File: src/rtl/wb_master_pkg.sv
// Shared state encoding, Wishbone cycle/burst type codes and completion
// status codes for the Wishbone burst master.
package wb_master_pkg;

  typedef enum logic [1:0] {
    IDLE    = 2'b00,
    BUS     = 2'b01,
    BACKOFF = 2'b10,
    DONE    = 2'b11
  } state_t;

  localparam logic [2:0] CTI_CLASSIC = 3'b000;
  localparam logic [2:0] CTI_INCR    = 3'b010;
  localparam logic [2:0] CTI_EOB     = 3'b111;

  localparam logic [1:0] BTE_LINEAR  = 2'b00;

  localparam logic [1:0] ST_OK  = 2'b00;
  localparam logic [1:0] ST_ERR = 2'b01;
  localparam logic [1:0] ST_RTY = 2'b10;
  localparam logic [1:0] ST_TMO = 2'b11;

endpackage

File: src/rtl/wb_burst_master_if.sv
// Wishbone B3 bus bundle between the burst master and a slave.
interface wb_burst_master_if #(
  parameter int ADDR_W = 32,
  parameter int DATA_W = 32
);
  logic              wb_cyc_o;
  logic              wb_stb_o;
  logic              wb_we_o;
  logic [ADDR_W-1:0] wb_adr_o;
  logic [DATA_W/8-1:0] wb_sel_o;
  logic [DATA_W-1:0] wb_dat_o;
  logic [2:0]        wb_cti_o;
  logic [1:0]        wb_bte_o;
  logic [DATA_W-1:0] wb_dat_i;
  logic              wb_ack_i;
  logic              wb_err_i;
  logic              wb_rty_i;

  modport master (
    output wb_cyc_o, wb_stb_o, wb_we_o, wb_adr_o, wb_sel_o, wb_dat_o, wb_cti_o, wb_bte_o,
    input  wb_dat_i, wb_ack_i, wb_err_i, wb_rty_i
  );

  modport slave (
    input  wb_cyc_o, wb_stb_o, wb_we_o, wb_adr_o, wb_sel_o, wb_dat_o, wb_cti_o, wb_bte_o,
    output wb_dat_i, wb_ack_i, wb_err_i, wb_rty_i
  );
endinterface

File: src/rtl/wb_beat_counter.sv
// Current beat address and beats still to issue for the active command;
// a retry leaves both untouched so the bus resumes where it stopped.
module wb_beat_counter #(
  parameter int ADDR_W = 32,
  parameter int LEN_W  = 3
) (
  input  logic              clk,
  input  logic              rst_n,
  input  logic              load,
  input  logic [ADDR_W-1:0] load_adr,
  input  logic [LEN_W-1:0]  load_len,
  input  logic              advance,
  output logic [ADDR_W-1:0] adr,
  output logic              last
);

  logic [ADDR_W-1:0] adr_r;
  logic [LEN_W-1:0]  rem_r;

  // Load on command accept, step one word on each acknowledged beat.
  always_ff @(posedge clk or negedge rst_n) begin
    if (!rst_n) begin
      adr_r <= '0;
      rem_r <= '0;
    end else if (load) begin
      adr_r <= load_adr & {{(ADDR_W-2){1'b1}}, 2'b00};
      rem_r <= load_len;
    end else if (advance) begin
      adr_r <= adr_r + ADDR_W'(4);
      rem_r <= rem_r - LEN_W'(1);
    end
  end

  assign adr  = adr_r;
  assign last = (rem_r == '0);

endmodule

File: src/rtl/wb_burst_master.sv
// Wishbone B3 initiator issuing single or incrementing-burst cycles, with
// ERR abort, bounded RTY back-off and a no-response timeout.
module wb_burst_master
  import wb_master_pkg::*;
#(
  parameter int ADDR_W    = 32,
  parameter int DATA_W    = 32,
  parameter int MAX_BURST = 8,
  parameter int RTY_LIMIT = 4,
  parameter int TIMEOUT   = 255
) (
  input  logic                       clk,
  input  logic                       rst_n,
  input  logic                       cmd_valid,
  output logic                       cmd_ready,
  input  logic                       cmd_we,
  input  logic [ADDR_W-1:0]          cmd_adr,
  input  logic [$clog2(MAX_BURST)-1:0] cmd_len,
  input  logic [DATA_W/8-1:0]        cmd_sel,
  input  logic                       wr_valid,
  input  logic [DATA_W-1:0]          wr_data,
  output logic                       wr_ready,
  output logic                       rd_valid,
  output logic [DATA_W-1:0]          rd_data,
  output logic                       rd_last,
  output logic                       done_valid,
  output logic [1:0]                 done_status,
  output logic [$clog2(MAX_BURST):0] done_beats,
  wb_burst_master_if.master          wb
);

  localparam int LEN_W = $clog2(MAX_BURST);
  localparam int CNT_W = LEN_W + 1;
  localparam int TMO_W = $clog2(TIMEOUT + 1);
  localparam int RTY_W = $clog2(RTY_LIMIT + 1);

  state_t              state_r;
  logic                cyc_r;
  logic                cmd_ready_r;
  logic                we_r;
  logic                single_r;
  logic                backoff_r;
  logic [DATA_W/8-1:0] sel_r;
  logic [CNT_W-1:0]    ack_cnt_r;
  logic [RTY_W-1:0]    rty_cnt_r;
  logic [TMO_W-1:0]    tmo_cnt_r;
  logic                rd_valid_r;
  logic                rd_last_r;
  logic [DATA_W-1:0]   rd_data_r;
  logic                done_valid_r;
  logic [1:0]          done_status_r;
  logic [CNT_W-1:0]    done_beats_r;

  logic [ADDR_W-1:0]   adr_s;
  logic                last_s;
  logic                accept_s;
  logic                stb_s;
  logic                err_s;
  logic                rty_s;
  logic                ack_s;
  logic [2:0]          cti_s;

  assign accept_s = (state_r == IDLE) && cmd_valid && cmd_ready_r;
  // A write beat with no data available holds STB low inside the cycle.
  assign stb_s    = cyc_r && (!we_r || wr_valid);
  assign err_s    = stb_s && wb.wb_err_i;
  assign rty_s    = stb_s && !wb.wb_err_i && wb.wb_rty_i;
  assign ack_s    = stb_s && !wb.wb_err_i && !wb.wb_rty_i && wb.wb_ack_i;

  wb_beat_counter #(
    .ADDR_W (ADDR_W),
    .LEN_W  (LEN_W)
  ) u_beat_counter (
    .clk      (clk),
    .rst_n    (rst_n),
    .load     (accept_s),
    .load_adr (cmd_adr),
    .load_len (cmd_len),
    .advance  (ack_s),
    .adr      (adr_s),
    .last     (last_s)
  );

  // Cycle type follows the beats still remaining, so it is correct after a retry.
  always_comb begin
    cti_s = CTI_CLASSIC;
    if (!cyc_r || single_r) begin
      cti_s = CTI_CLASSIC;
    end else if (last_s) begin
      cti_s = CTI_EOB;
    end else begin
      cti_s = CTI_INCR;
    end
  end

  // Command FSM with response handling and registered user-side outputs.
  always_ff @(posedge clk or negedge rst_n) begin
    if (!rst_n) begin
      state_r       <= IDLE;
      cyc_r         <= 1'b0;
      cmd_ready_r   <= 1'b0;
      we_r          <= 1'b0;
      single_r      <= 1'b0;
      backoff_r     <= 1'b0;
      sel_r         <= '0;
      ack_cnt_r     <= '0;
      rty_cnt_r     <= '0;
      tmo_cnt_r     <= '0;
      rd_valid_r    <= 1'b0;
      rd_last_r     <= 1'b0;
      rd_data_r     <= '0;
      done_valid_r  <= 1'b0;
      done_status_r <= 2'b00;
      done_beats_r  <= '0;
    end else begin
      rd_valid_r   <= 1'b0;
      rd_last_r    <= 1'b0;
      done_valid_r <= 1'b0;
      case (state_r)
        IDLE: begin
          cmd_ready_r <= 1'b1;
          if (accept_s) begin
            we_r        <= cmd_we;
            sel_r       <= cmd_sel;
            single_r    <= (cmd_len == '0);
            ack_cnt_r   <= '0;
            rty_cnt_r   <= '0;
            tmo_cnt_r   <= '0;
            cmd_ready_r <= 1'b0;
            cyc_r       <= 1'b1;
            state_r     <= BUS;
          end
        end
        BUS: begin
          if (err_s) begin
            cyc_r         <= 1'b0;
            done_valid_r  <= 1'b1;
            done_status_r <= ST_ERR;
            done_beats_r  <= ack_cnt_r;
            state_r       <= DONE;
          end else if (rty_s) begin
            tmo_cnt_r <= '0;
            cyc_r     <= 1'b0;
            if (rty_cnt_r == RTY_W'(RTY_LIMIT - 1)) begin
              done_valid_r  <= 1'b1;
              done_status_r <= ST_RTY;
              done_beats_r  <= ack_cnt_r;
              state_r       <= DONE;
            end else begin
              rty_cnt_r <= rty_cnt_r + RTY_W'(1);
              backoff_r <= 1'b0;
              state_r   <= BACKOFF;
            end
          end else if (ack_s) begin
            tmo_cnt_r <= '0;
            ack_cnt_r <= ack_cnt_r + CNT_W'(1);
            if (!we_r) begin
              rd_valid_r <= 1'b1;
              rd_data_r  <= wb.wb_dat_i;
              rd_last_r  <= last_s;
            end
            if (last_s) begin
              cyc_r         <= 1'b0;
              done_valid_r  <= 1'b1;
              done_status_r <= ST_OK;
              done_beats_r  <= ack_cnt_r + CNT_W'(1);
              state_r       <= DONE;
            end
          end else if (stb_s) begin
            if (tmo_cnt_r == TMO_W'(TIMEOUT - 1)) begin
              cyc_r         <= 1'b0;
              done_valid_r  <= 1'b1;
              done_status_r <= ST_TMO;
              done_beats_r  <= ack_cnt_r;
              state_r       <= DONE;
            end else begin
              tmo_cnt_r <= tmo_cnt_r + TMO_W'(1);
            end
          end
        end
        BACKOFF: begin
          if (backoff_r) begin
            cyc_r   <= 1'b1;
            state_r <= BUS;
          end else begin
            backoff_r <= 1'b1;
          end
        end
        DONE: begin
          cmd_ready_r <= 1'b1;
          state_r     <= IDLE;
        end
        default: begin
          cyc_r       <= 1'b0;
          cmd_ready_r <= 1'b0;
          state_r     <= IDLE;
        end
      endcase
    end
  end

  assign cmd_ready   = cmd_ready_r;
  assign wr_ready    = ack_s && we_r;
  assign rd_valid    = rd_valid_r;
  assign rd_data     = rd_data_r;
  assign rd_last     = rd_last_r;
  assign done_valid  = done_valid_r;
  assign done_status = done_status_r;
  assign done_beats  = done_beats_r;

  assign wb.wb_cyc_o = cyc_r;
  assign wb.wb_stb_o = stb_s;
  assign wb.wb_we_o  = we_r;
  assign wb.wb_adr_o = adr_s;
  assign wb.wb_sel_o = sel_r;
  assign wb.wb_dat_o = (cyc_r && we_r) ? wr_data : '0;
  assign wb.wb_cti_o = cti_s;
  assign wb.wb_bte_o = BTE_LINEAR;

endmodule

File: src/flat_wrapper.sv
// flat-port wrapper written by rule: the top's interface ports become plain ports
module wb_burst_master_flat import wb_master_pkg::*;
#(
  parameter int ADDR_W    = 32,
  parameter int DATA_W    = 32,
  parameter int MAX_BURST = 8,
  parameter int RTY_LIMIT = 4,
  parameter int TIMEOUT   = 255
)
  (clk, rst_n, cmd_valid, cmd_ready, cmd_we, cmd_adr, cmd_len, cmd_sel, wr_valid, wr_data, wr_ready, rd_valid, rd_data, rd_last, done_valid, done_status, done_beats, wb_wb_cyc_o, wb_wb_stb_o, wb_wb_we_o, wb_wb_adr_o, wb_wb_sel_o, wb_wb_dat_o, wb_wb_cti_o, wb_wb_bte_o, wb_wb_dat_i, wb_wb_ack_i, wb_wb_err_i, wb_wb_rty_i);
  wb_burst_master_if #(.ADDR_W(ADDR_W), .DATA_W(DATA_W)) wb_i ();
  input  logic clk;
  input  logic rst_n;
  input  logic cmd_valid;
  output logic cmd_ready;
  input  logic cmd_we;
  input  logic [ADDR_W-1:0] cmd_adr;
  input  logic [$clog2(MAX_BURST)-1:0] cmd_len;
  input  logic [DATA_W/8-1:0] cmd_sel;
  input  logic wr_valid;
  input  logic [DATA_W-1:0] wr_data;
  output logic wr_ready;
  output logic rd_valid;
  output logic [DATA_W-1:0] rd_data;
  output logic rd_last;
  output logic done_valid;
  output logic [1:0] done_status;
  output logic [$clog2(MAX_BURST):0] done_beats;
  output wire logic [$bits(wb_i.wb_cyc_o)-1:0] wb_wb_cyc_o;
  output wire logic [$bits(wb_i.wb_stb_o)-1:0] wb_wb_stb_o;
  output wire logic [$bits(wb_i.wb_we_o)-1:0] wb_wb_we_o;
  output wire logic [$bits(wb_i.wb_adr_o)-1:0] wb_wb_adr_o;
  output wire logic [$bits(wb_i.wb_sel_o)-1:0] wb_wb_sel_o;
  output wire logic [$bits(wb_i.wb_dat_o)-1:0] wb_wb_dat_o;
  output wire logic [$bits(wb_i.wb_cti_o)-1:0] wb_wb_cti_o;
  output wire logic [$bits(wb_i.wb_bte_o)-1:0] wb_wb_bte_o;
  input wire logic [$bits(wb_i.wb_dat_i)-1:0] wb_wb_dat_i;
  input wire logic [$bits(wb_i.wb_ack_i)-1:0] wb_wb_ack_i;
  input wire logic [$bits(wb_i.wb_err_i)-1:0] wb_wb_err_i;
  input wire logic [$bits(wb_i.wb_rty_i)-1:0] wb_wb_rty_i;
  assign wb_wb_cyc_o = wb_i.wb_cyc_o;
  assign wb_wb_stb_o = wb_i.wb_stb_o;
  assign wb_wb_we_o = wb_i.wb_we_o;
  assign wb_wb_adr_o = wb_i.wb_adr_o;
  assign wb_wb_sel_o = wb_i.wb_sel_o;
  assign wb_wb_dat_o = wb_i.wb_dat_o;
  assign wb_wb_cti_o = wb_i.wb_cti_o;
  assign wb_wb_bte_o = wb_i.wb_bte_o;
  assign wb_i.wb_dat_i = wb_wb_dat_i;
  assign wb_i.wb_ack_i = wb_wb_ack_i;
  assign wb_i.wb_err_i = wb_wb_err_i;
  assign wb_i.wb_rty_i = wb_wb_rty_i;
  wb_burst_master #(.ADDR_W(ADDR_W), .DATA_W(DATA_W), .MAX_BURST(MAX_BURST), .RTY_LIMIT(RTY_LIMIT), .TIMEOUT(TIMEOUT)) u_core (.clk(clk), .rst_n(rst_n), .cmd_valid(cmd_valid), .cmd_ready(cmd_ready), .cmd_we(cmd_we), .cmd_adr(cmd_adr), .cmd_len(cmd_len), .cmd_sel(cmd_sel), .wr_valid(wr_valid), .wr_data(wr_data), .wr_ready(wr_ready), .rd_valid(rd_valid), .rd_data(rd_data), .rd_last(rd_last), .done_valid(done_valid), .done_status(done_status), .done_beats(done_beats), .wb(wb_i));
endmodule
File: config.mk
export PLATFORM = sky130hd
export DESIGN_NAME = wb_burst_master_flat
export DESIGN_NICKNAME = d
export VERILOG_FILES = /design/src/rtl/wb_master_pkg.sv /design/src/rtl/wb_burst_master_if.sv /design/src/rtl/wb_beat_counter.sv /design/src/rtl/wb_burst_master.sv /design/src/flat_wrapper.sv
export SDC_FILE = /design/constraint.sdc
export NUM_CORES = 1
export LEC_CHECK = 0
export BUFFER_PORTS_ARGS = -buffer_cell sky130_fd_sc_hd__buf_2
export CORE_ASPECT_RATIO = 1.75
export CORE_MARGIN = 2
export CORE_UTILIZATION = 53
export CTS_BUF_LIST = sky130_fd_sc_hd__clkbuf_4
export CTS_CLUSTER_DIAMETER = 50
export CTS_CLUSTER_SIZE = 40
export DETAILED_ROUTE_END_ITERATION = 8
export PLACE_DENSITY = 0.88
export SLEW_MARGIN = 30
export SYNTH_ARGS = -nofsm -noshare
export SYNTH_HDL_FRONTEND = slang
export SYNTH_SLANG_ARGS = --single-unit
File: constraint.sdc
create_clock -name clk -period 5.06 [get_ports clk]
set_input_delay 0.506 -clock clk [delete_from_list [all_inputs] [get_ports clk]]
set_output_delay 0.506 -clock clk [all_outputs]
set_load 0.01 [all_outputs]
==> impl_metrics.csv, run 1 <==
group,metric,value,unit
place,placed_cells,867,
layout,stdcell_count,883,
run_status,status,"finished, final reports clean",
cts,cts_buffer_depth,2,
drt,wl_per_cell,15.81,µm
global_route,grt_pass1_wl,22310,µm
sta,tns,0,ns
pwr,power_frac_seq,0.424,
global_route,groute.usage.overall,0.2612,
die,rows,48,
die,start_util,0.5396,
cts,clkSlewWorstSetupHoldPaths,0.17,ns
drt,routed_wl,13960,µm
sta,final-hold-violation-count,0,
global_route,grt_pass1_vias,4698,
die,die-area,10810,µm²
pwr,power,3.436,mW
cts,htreeDepth,3,
yosys,yosys_register_bits,100,
drt,dr.pass1.iters,5,
layout,layout.nets,876,
pwr,p_int,1.937,mW
yosys,synth_cells,545,
sta,clock_skew,0.02424,ns
cts,numCtsBuffers,9,
pwr,p_clk_frac,0.122,
pwr,share_comb_of_total_power,0.455,
sta,rsz0062_at_grt,"no",
layout,antennaDiodeCount,0,
setup_path,r2r-start,"u_core.state_r[1]",
die,dieWidth,79.47,µm
yosys,avgSynthCellArea,9.693,µm²
die,core-area,9789,µm²
yosys,yosys_warnings,0,
global_route,grt_overflow,0,
yosys,synth_edf_count,0,
place,dp.final_hpwl,10820,µm
sta,drv_slew,0,
global_route,grt_max_degree,61,
setup_path,crit_fanout,38,
global_route,antenna_found_initial,0,
sta,min_period,3.134,ns
die,pin_count,230,
pwr,ir_drop,0.3527,mV
setup_path,crit_family,"simple AND/OR/NAND/NOR gates",
yosys,synthArstFlopShare,1.000,
job,cap_violations,0,
setup_path,cp-start-kind,"register",
drt,drc_errors,0,
setup_path,max_stage_delay,0.94,ns
drt,drt_iter0_markers,265,
layout,syn_to_final_growth,24.47,%
cts,cts_root_buf,"clkbuf_4",
setup_path,path_class,"register to output pin",
setup_path,cp_slowest_cell,"dfrtp_1",
layout,drive_gt1_frac,0.3826,
layout,postLayoutCoreUtil,0.6717,
setup_path,path_cells,"nand2b_1 > and3_1 > and2_1 > buf_2",
yosys,ys_types,60,
sta,relSlewSlack,0.4288,
setup_path,rr_endpoint,"u_core.ack_cnt_r[0]",
setup_path,arrival,2.63,ns
yosys,seq_area_frac_synth,0.4737,
cts,ctsHoldBuffers,0,
setup_path,cp-end-kind,"output pin",
cts,clock_sinks,100,
setup_path,r2r_cells,7,
sta,max_freq,0.3191,GHz
sta,holdWs,0.07696,ns
cts,ctsResizeCount,0,
pwr,swShare,0.4363,
pwr,p_switching,1.499,mW
die,die_y,136.1,µm
sta,finalSetupViolCount,0,
setup_path,path_buf_inv,1,
min_path,worstHoldPathType,"input port to async pin",
yosys,ys.flop_type,"dfrtp_1",
sta,period_share,0.6194,
yosys,syn_area,5283,µm²
setup_path,ff2ff_setup_slack,2.13,ns
drt,num_vias,4950,
drt,via_per_inst,5.606,
setup_path,critical_path_required,4.55,ns
cts,cts_setup_buffers,0,
drt,ant_nets,0,
place,gpl.final_weighted_congestion,0.8958,
cts,clock_latency,0.47,ns
cts,cts_tree,"yes",
pwr,p_per_area,522.5,nW/µm²
pwr,leakage,3.366,nW
sta,worstMarginPinSlew,0.8568,ns
setup_path,crit_start,"u_core.wb.wb_we_o",
place,port_buffers,223,
==> synthesized netlist by cell type (all sizes together), types with 2 or more instances <==
cell	count	area, µm²
nor3	17	85.08
or4	4	33.78
o22ai	3	18.77
nor2	29	111.4
nand4	10	75.07
nor4	6	43.79
nor3b	3	27.52
o211ai	2	15.01
xnor2	21	183.9
nand2	67	251.5
nor2b	3	18.77
o31ai	4	30.03
nand2b	3	18.77
xor2	7	61.31
and2	4	25.02
buf	13	96.34
inv	20	75.07
dfrtp	100	2502
mux2	32	360.4
mux2i	2	20.02
a41oi	2	17.52
nand3	24	137.6
nand4b	2	17.52
ha	12	150.1
and3	37	231.5
o311ai	2	17.52
o21a	2	15.01
a21oi	18	90.09
clkbuf	20	75.07
and4	7	63.81
o21ai	39	195.2
or3	3	18.77
a31oi	11	68.82
==> metal layers <==
| layer | wire length (µm) | up-vias | global-route usage |
|---|---|---|---|
| met1 | 5516 | 2353 | 0.3203 |
| met3 | 967 | 23 | 0.03984 |
| met4 | 282 | 0 | 0.09866 |
| met2 | 7189 | 237 | 0.4575 |
| met5 | 0 | - | 0 |
| li1 | - | 2337 | - |
==> worst max path at each step <==
| stage | cells after the start | endpoint | slack, ns |
|---|---|---|---|
| 2_1_floorplan | 5 | wr_ready | 2.98 |
| 3_3_place_gp | 7 | u_core.ack_cnt_r[0] | 2.06 |
| 3_5_place_dp | 7 | u_core.ack_cnt_r[0] | 2.01 |
| 4_1_cts | 7 | u_core.ack_cnt_r[0] | 1.97 |
| 5_1_grt | 4 | wr_ready | 1.75 |
| 6_report | 4 | wr_ready | 1.93 |
==> power by group through the flow <==
| stage | Clock, mW | Sequential (mW) | Combinational, mW |
|---|---|---|---|
| final | 0.418 | 1.46 | 1.56 |
| after global routing | 0.464 | 1.50 | 1.73 |
| after CTS | 0.434 | 1.45 | 1.57 |
| after detailed placement | 0 | 1.47 | 1.56 |
| after global placement | 0 | 1.43 | 1.51 |
| after floorplan | 0 | 1.52 | 0.869 |
==> layout make-up <==
| type | instances | area [µm²] |
|---|---|---|
| flip-flops and latches | 100 | 2504 |
| fillers | 780 | 3214 |
| clock buffers | 9 | 67.56 |
| inverters | 21 | 78.83 |
| multi-input cells | 394 | 2546 |
| well taps | 125 | 156.4 |
| clock inverters | 7 | 73.82 |
| repair buffers | 227 | 1149 |
==> cells in the final DEF (no fill, tap or decap), types with 3 or more instances in the layout <==
| master | n |
|---|---|
| and3_1 | 37 |
| buf_2 | 222 |
| a31oi_1 | 11 |
| nand2b_1 | 3 |
| nand4_1 | 8 |
| or3_1 | 3 |
| xor2_1 | 7 |
| nor2_1 | 28 |
| a21oi_1 | 18 |
| clkbuf_4 | 9 |
| inv_1 | 20 |
| conb_1 | 4 |
| nor3_1 | 17 |
| nor4_1 | 5 |
| and2_1 | 4 |
| and4_1 | 6 |
| ha_1 | 12 |
| inv_6 | 3 |
| o21ai_1 | 3 |
| mux2_2 | 32 |
| nor2b_1 | 3 |
| nand2_1 | 67 |
| o22ai_1 | 3 |
| dfrtp_1 | 99 |
| xnor2_1 | 21 |
| o31ai_1 | 4 |
| nand3_1 | 21 |
| or4_1 | 3 |
| o21ai_0 | 36 |
| buf_4 | 5 |
==> metrics by stage <==
stage | area [µm²] | setup WS [ns]
2_1_floorplan | 5294 | 2.975
3_3_place_gp | 6427 | 2.061
3_5_place_dp | 6427 | 2.009
4_1_cts | 6569 | 1.966
5_1_grt | 6575 | 1.750
6_report | 6575 | 1.926
==> registers in the layout, summed over array words and instances (netlist names), 3 cells and up <==
signal,flops
u_core.done_beats,4
u_core.wb.wb_sel_o,4
u_core.u_beat_counter.rem_r,3
u_core.rty_cnt_r,3
u_core.rd_data,32
u_core.u_beat_counter.adr,30
u_core.tmo_cnt_r,8
u_core.ack_cnt_r,4
==> kinds of logic (layout without fill, tap and decap cells) <==
kind of cell | Yosys count | in the layout | synth area share
AND/OR/NAND/NOR | 223 | 223 | 0.2264
multiplexers | 34 | 34 | 0.07200
buffers and inverters | 54 | 264 | 0.04737
XOR/XNOR | 28 | 28 | 0.04642
adder cells (fa/ha/maj) | 12 | 12 | 0.02842
AO/OA/AOI/OAI | 93 | 93 | 0.1049
other | 1 | 4 | 0.0007099
flip-flops | 100 | 100 | 0.4737
(Power assumes the default switching activity.)
==> run 2, diff against run 1 <==
Settings changed: CORE_UTILIZATION 53 to 49, PLACE_DENSITY 0.88 to 0.82.
Clock period 5.06 ns to 3 ns, I/O delays scaled along.
==> run 2 against run 1 <==
Critical path depth is the same. Clock power grew 51%. Core utilization shrank 3.8 points. Power grew 69%.
==> impl_metrics.csv, run 2 (synthesis gave the netlist of run 1 again) <==
group,metric,value,unit
run_status,status,"finished, final reports clean",
setup_path,cp-end-kind,"output pin",
sta,drv_slew,0,
sta,tns,0,ns
cts,htreeDepth,3,
cts,clkSlewWorstSetupHoldPaths,0.16,ns
setup_path,crit_fanout,11,
drt,ant_nets,0,
global_route,grt_pass1_wl,23070,µm
layout,drive_gt1_frac,0.3829,
setup_path,crit_start,"u_core.wb.wb_we_o",
setup_path,ff2ff_setup_slack,0.72,ns
place,port_buffers,223,
layout,layout.nets,891,
drt,drc_errors,0,
global_route,grt_overflow,0,
layout,fin_area,6700,µm²
die,core-area,10570,µm²
cts,cts_buffer_depth,2,
global_route,antenna_found_initial,0,
place,dp.final_hpwl,10980,µm
drt,drt_iter0_markers,241,
sta,max_freq,0.4251,GHz
global_route,groute.usage.overall,0.2498,
drt,routed_wl,14230,µm
place,dpl_cell_area,6500,µm²
die,dieWidth,82.49,µm
place,gpl.final_weighted_congestion,0.8761,
layout,layout_commonest_cell,"buf_2",
cts,clock_latency,0.46,ns
sta,rsz0062_at_grt,"no",
sta,relSlewSlack,0.4543,
setup_path,cp-start-kind,"register",
sta,worstMarginPinSlew,0.7979,ns
sta,clock_skew,0.01549,ns
cts,ctsResizeCount,0,
cts,numCtsBuffers,9,
sta,min_period,2.353,ns
sta,final-hold-violation-count,0,
drt,num_vias,4987,
layout,antennaDiodeCount,0,
cts,cts_tree,"yes",
setup_path,r2r_cells,6,
global_route,grt_pass1_vias,4963,
drt,dr.pass1.iters,5,
die,start_util,0.4996,
setup_path,arrival,2.05,ns
die,pin_count,230,
sta,period_share,0.7842,
cts,clock_sinks,100,
sta,finalWorstSetupSlack,0.6474,ns
min_path,hold_path_end,"u_core.u_beat_counter.adr[9]",
setup_path,r2r-start,"u_core.tmo_cnt_r[0]",
min_path,worstHoldStart,"cmd_adr[9]",
place,dp_slack,0.7607,ns
layout,syn_to_final_growth,26.84,%
die,die_y,141.4,µm
drt,via_per_inst,5.523,
cts,cts_root_buf,"clkbuf_4",
pwr,leakage,3.428,nW
pwr,ir_drop,0.5270,mV
cts,cts_setup_buffers,0,
cts,ctsHoldBuffers,8,
min_path,worstHoldPathType,"input port to register",
layout,largest_reg_flops,32,
die,die-area,11660,µm²
sta,finalSetupViolCount,0,
pwr,p_per_area,864.8,nW/µm²
min_path,hold_depth,3,
setup_path,critical_path_required,2.70,ns
drt,wl_per_cell,15.76,µm
die,rows,50,
job,cap_violations,0,
global_route,grt_max_degree,57,
layout,layout_common_cells,"buf_2, dfrtp_1, nand2_1",
setup_path,rr_endpoint,"u_core.done_beats[0]",
setup_path,path_class,"register to output pin",
run 2: cell types whose count changed in the layout (fill, tap and decap cells not counted), sizes merged:
cell | before | now
inv | 25 | 21
dlygate4sd3 | 0 | 8
clkinv | 3 | 6
clkinvlp | 0 | 1
buf | 227 | 234
run 2: how the worst max path moves through the flow:
stage                                end
floorplan            u_core.ack_cnt_r[0]
global placement       u_core.state_r[1]
detailed placement     u_core.state_r[1]
CTS                             wr_ready
global route        u_core.done_beats[0]
finish                          wr_ready
run 2: stage by stage:
stage / total power [mW] / cells / hold WS (ns) / util
floorplan: 4.024 / 548 / 0.004409 / -
global placement: 5.034 / 879 / 0.4056 / 0.6148
detailed placement: 5.184 / 879 / 0.4107 / 0.6148
CTS: 5.839 / 903 / 0.0005494 / 0.6337
global route: 6.266 / 903 / 0.008359 / 0.6337
finish: 5.795 / 903 / 0.02634 / 0.6337
run 2: cell type report:
cell class	instances	area (µm²)
inverters	21	78.83
flip-flops and latches	100	2502
fillers	903	3872
multi-input cells	394	2542
clock inverters	7	52.55
clock buffers	9	67.56
well taps	130	162.7
repair buffers	242	1294
run 2: critical path, cell delays in order, from the launching register on:
cell and delay [ns]:
dfrtp_1 0.45, nand2b_1 0.31, and3_1 0.51, and2_1 0.20, buf_2 0.13
run 2: per-layer routing:
layer	GRT usage	wire length, µm	vias up
met5	0	0	-
met4	0.1061	393	0
met3	0.05153	950	37
met2	0.4194	7342	224
met1	0.3050	5541	2344
li1	-	-	2382
run 2: power by group:
group          switching (mW)  internal, mW
clock network           0.457         0.175
registers               0.449          1.90
logic                    1.59          1.22
==> run 3, diff against run 2 <==
Clock period 3 ns to 2.4 ns, I/O delays scaled along.
==> run 3 against run 2 <==
Non-clock buffer count is 62 higher. Power is 31% higher. Clock power is 56% higher. Sequential cell count stayed put. Largest cell class unchanged. Core utilization is 6.3 points higher. Routed wire length is 12% higher. Sequential power is 26% higher. Critical path depth is 1 higher. Combinational power is 30% higher. Sequential share of layout area is 3.4 points lower. Largest power group unchanged. First-iteration DRC count is 26% higher. Clock skew is 0.0010 ns lower.
==> impl_metrics.csv, run 3 (synthesis gave the netlist of run 1 again) <==
group,metric,value,unit
cts,clock_latency,0.46,ns
die,die_y,141.4,µm
setup_path,crit_fanout,6,
layout,layout.nets,953,
drt,drt_iter0_markers,304,
die,pin_count,230,
sta,holdWs,0.02587,ns
sta,rsz0062_at_grt,"no",
pwr,ir_drop,0.6007,mV
setup_path,max_stage_delay,0.53,ns
sta,worstMarginPinSlew,0.6645,ns
cts,numCtsBuffers,9,
setup_path,path_buf_inv,0,
setup_path,crit_family,"simple AND/OR/NAND/NOR gates",
place,dp.final_hpwl,10950,µm
layout,layout_commonest_cell,"buf_2",
layout,fill_cells,787,
pwr,power,7.598,mW
global_route,grt_overflow,0,
sta,drv_slew,0,
cts,htreeDepth,3,
drt,routed_wl,15980,µm
place,gpl.final_weighted_congestion,0.9042,
global_route,grt_pass1_vias,5434,
drt,drc_errors,0,
cts,cts_tree,"yes",
layout,layout_common_cells,"buf_2, dfrtp_1, nand2_1",
sta,relSlewSlack,0.5570,
global_route,grt_pass1_wl,25590,µm
setup_path,path_class,"register to register",
setup_path,critical_path_required,2.79,ns
die,dieWidth,82.49,µm
sta,min_period,2.168,ns
global_route,groute.usage.overall,0.2788,
drt,via_per_inst,5.487,
global_route,grt_max_degree,51,
setup_path,arrival,2.55,ns
die,rows,50,
layout,antennaDiodeCount,0,
die,die-area,11660,µm²
setup_path,cp-start-kind,"register",
min_path,hold_depth,3,
sta,clock_skew,0.01444,ns
cts,clkSlewWorstSetupHoldPaths,0.16,ns
sta,tns,0,ns
setup_path,cp_slowest_cell,"or4_4",
sta,max_freq,0.4612,GHz
layout,largest_reg_flops,32,
run_status,status,"finished, final reports clean",
min_path,worstHoldPathType,"input port to register",
setup_path,crit_cells,5,
cts,cts_setup_buffers,0,
drt,num_vias,5295,
layout,drive_gt1_frac,0.3617,
drt,ant_nets,0,
drt,dr.pass1.iters,5,
drt,wl_per_cell,16.56,µm
layout,syn_to_final_growth,39.41,%
cts,cts_buffer_depth,2,
global_route,antenna_found_initial,0,
pwr,p_per_area,1032,nW/µm²
sta,period_share,0.9034,
sta,final-hold-violation-count,0,
job,cap_violations,0,
sta,finalSetupViolCount,0,
cts,cts_root_buf,"clkbuf_4",
setup_path,r2r_cells,5,
setup_path,path_cells,"and4_4 > nand3_4 > or4_4 > or4_1 > a31oi_1",
pwr,leakage,3.713,nW
setup_path,cp-end-kind,"register",
die,start_util,0.4996,
die,core-area,10570,µm²
place,port_buffers,223,
cts,clock_sinks,100,
run 3: worst register-to-register path, cell delays in order, from the launching register on:
cell and delay [ns]:
dfrtp_1 0.50, and4_4 0.31, nand3_4 0.12, or4_4 0.53, or4_1 0.43, a31oi_1 0.20
run 3: metrics by stage:
stage               cells  setup WS [ns]  area, µm²  utilization
floorplan             548         0.3766       5294            -
global placement      884         0.3706       6550       0.6195
detailed placement    884         0.3012       6550       0.6195
CTS                   962         0.1055       7333       0.6936
global route          965        0.08936       7365       0.6966
finish                965         0.2317       7365       0.6966
run 3: worst paths after layout:
kind                                                      end                           from  slack [ns]
worst max-delay path            u_core.u_beat_counter.adr[26]  u_core.u_beat_counter.adr[16]        0.23
worst min-delay path            u_core.u_beat_counter.adr[17]                    cmd_adr[17]        0.03
worst max register to register  u_core.u_beat_counter.adr[26]  u_core.u_beat_counter.adr[16]        0.23
worst min register to register          u_core.wb.wb_sel_o[0]          u_core.wb.wb_sel_o[0]        0.49
max in group asynchronous                   u_core.rd_data[6]                          rst_n        1.39
min in group asynchronous                 u_core.ack_cnt_r[2]                          rst_n        0.34
run 3: what timing repair did:
action | CTS | global route
resized for setup | 0 | 1
hold endpoints to repair | 109 | 3
endpoints found under the setup margin | 0 | 1
hold buffers | 62 | 3
run 3: layer usage:
metal  vias up  global-route usage  wire, µm
met5         -                   0         0
met4         0              0.1225       460
met3        42             0.05662      1033
met2       235              0.4830      8436
met1      2527              0.3239      6051
li1       2491                   -         -
run 3: report_power, final:
group / leakage, nW / internal (mW) / switching, mW / total [mW]
Sequential: 1.25 / 2.38 / 0.576 / 2.95
Clock: 0.0873 / 0.349 / 0.639 / 0.988
Combinational: 2.37 / 1.62 / 2.04 / 3.66
run 3: layout make-up:
| class | instances | area [µm²] | share of cell area |
|---|---|---|---|
| multi-input cells | 394 | 2544 | 0.3454 |
| flip-flops and latches | 100 | 2502 | 0.3398 |
| repair buffers | 304 | 1914 | 0.2599 |
| well taps | 130 | 162.7 | 0.02209 |
| clock inverters | 7 | 95.09 | 0.01291 |
| inverters | 21 | 78.83 | 0.01070 |
| clock buffers | 9 | 67.56 | 0.009174 |
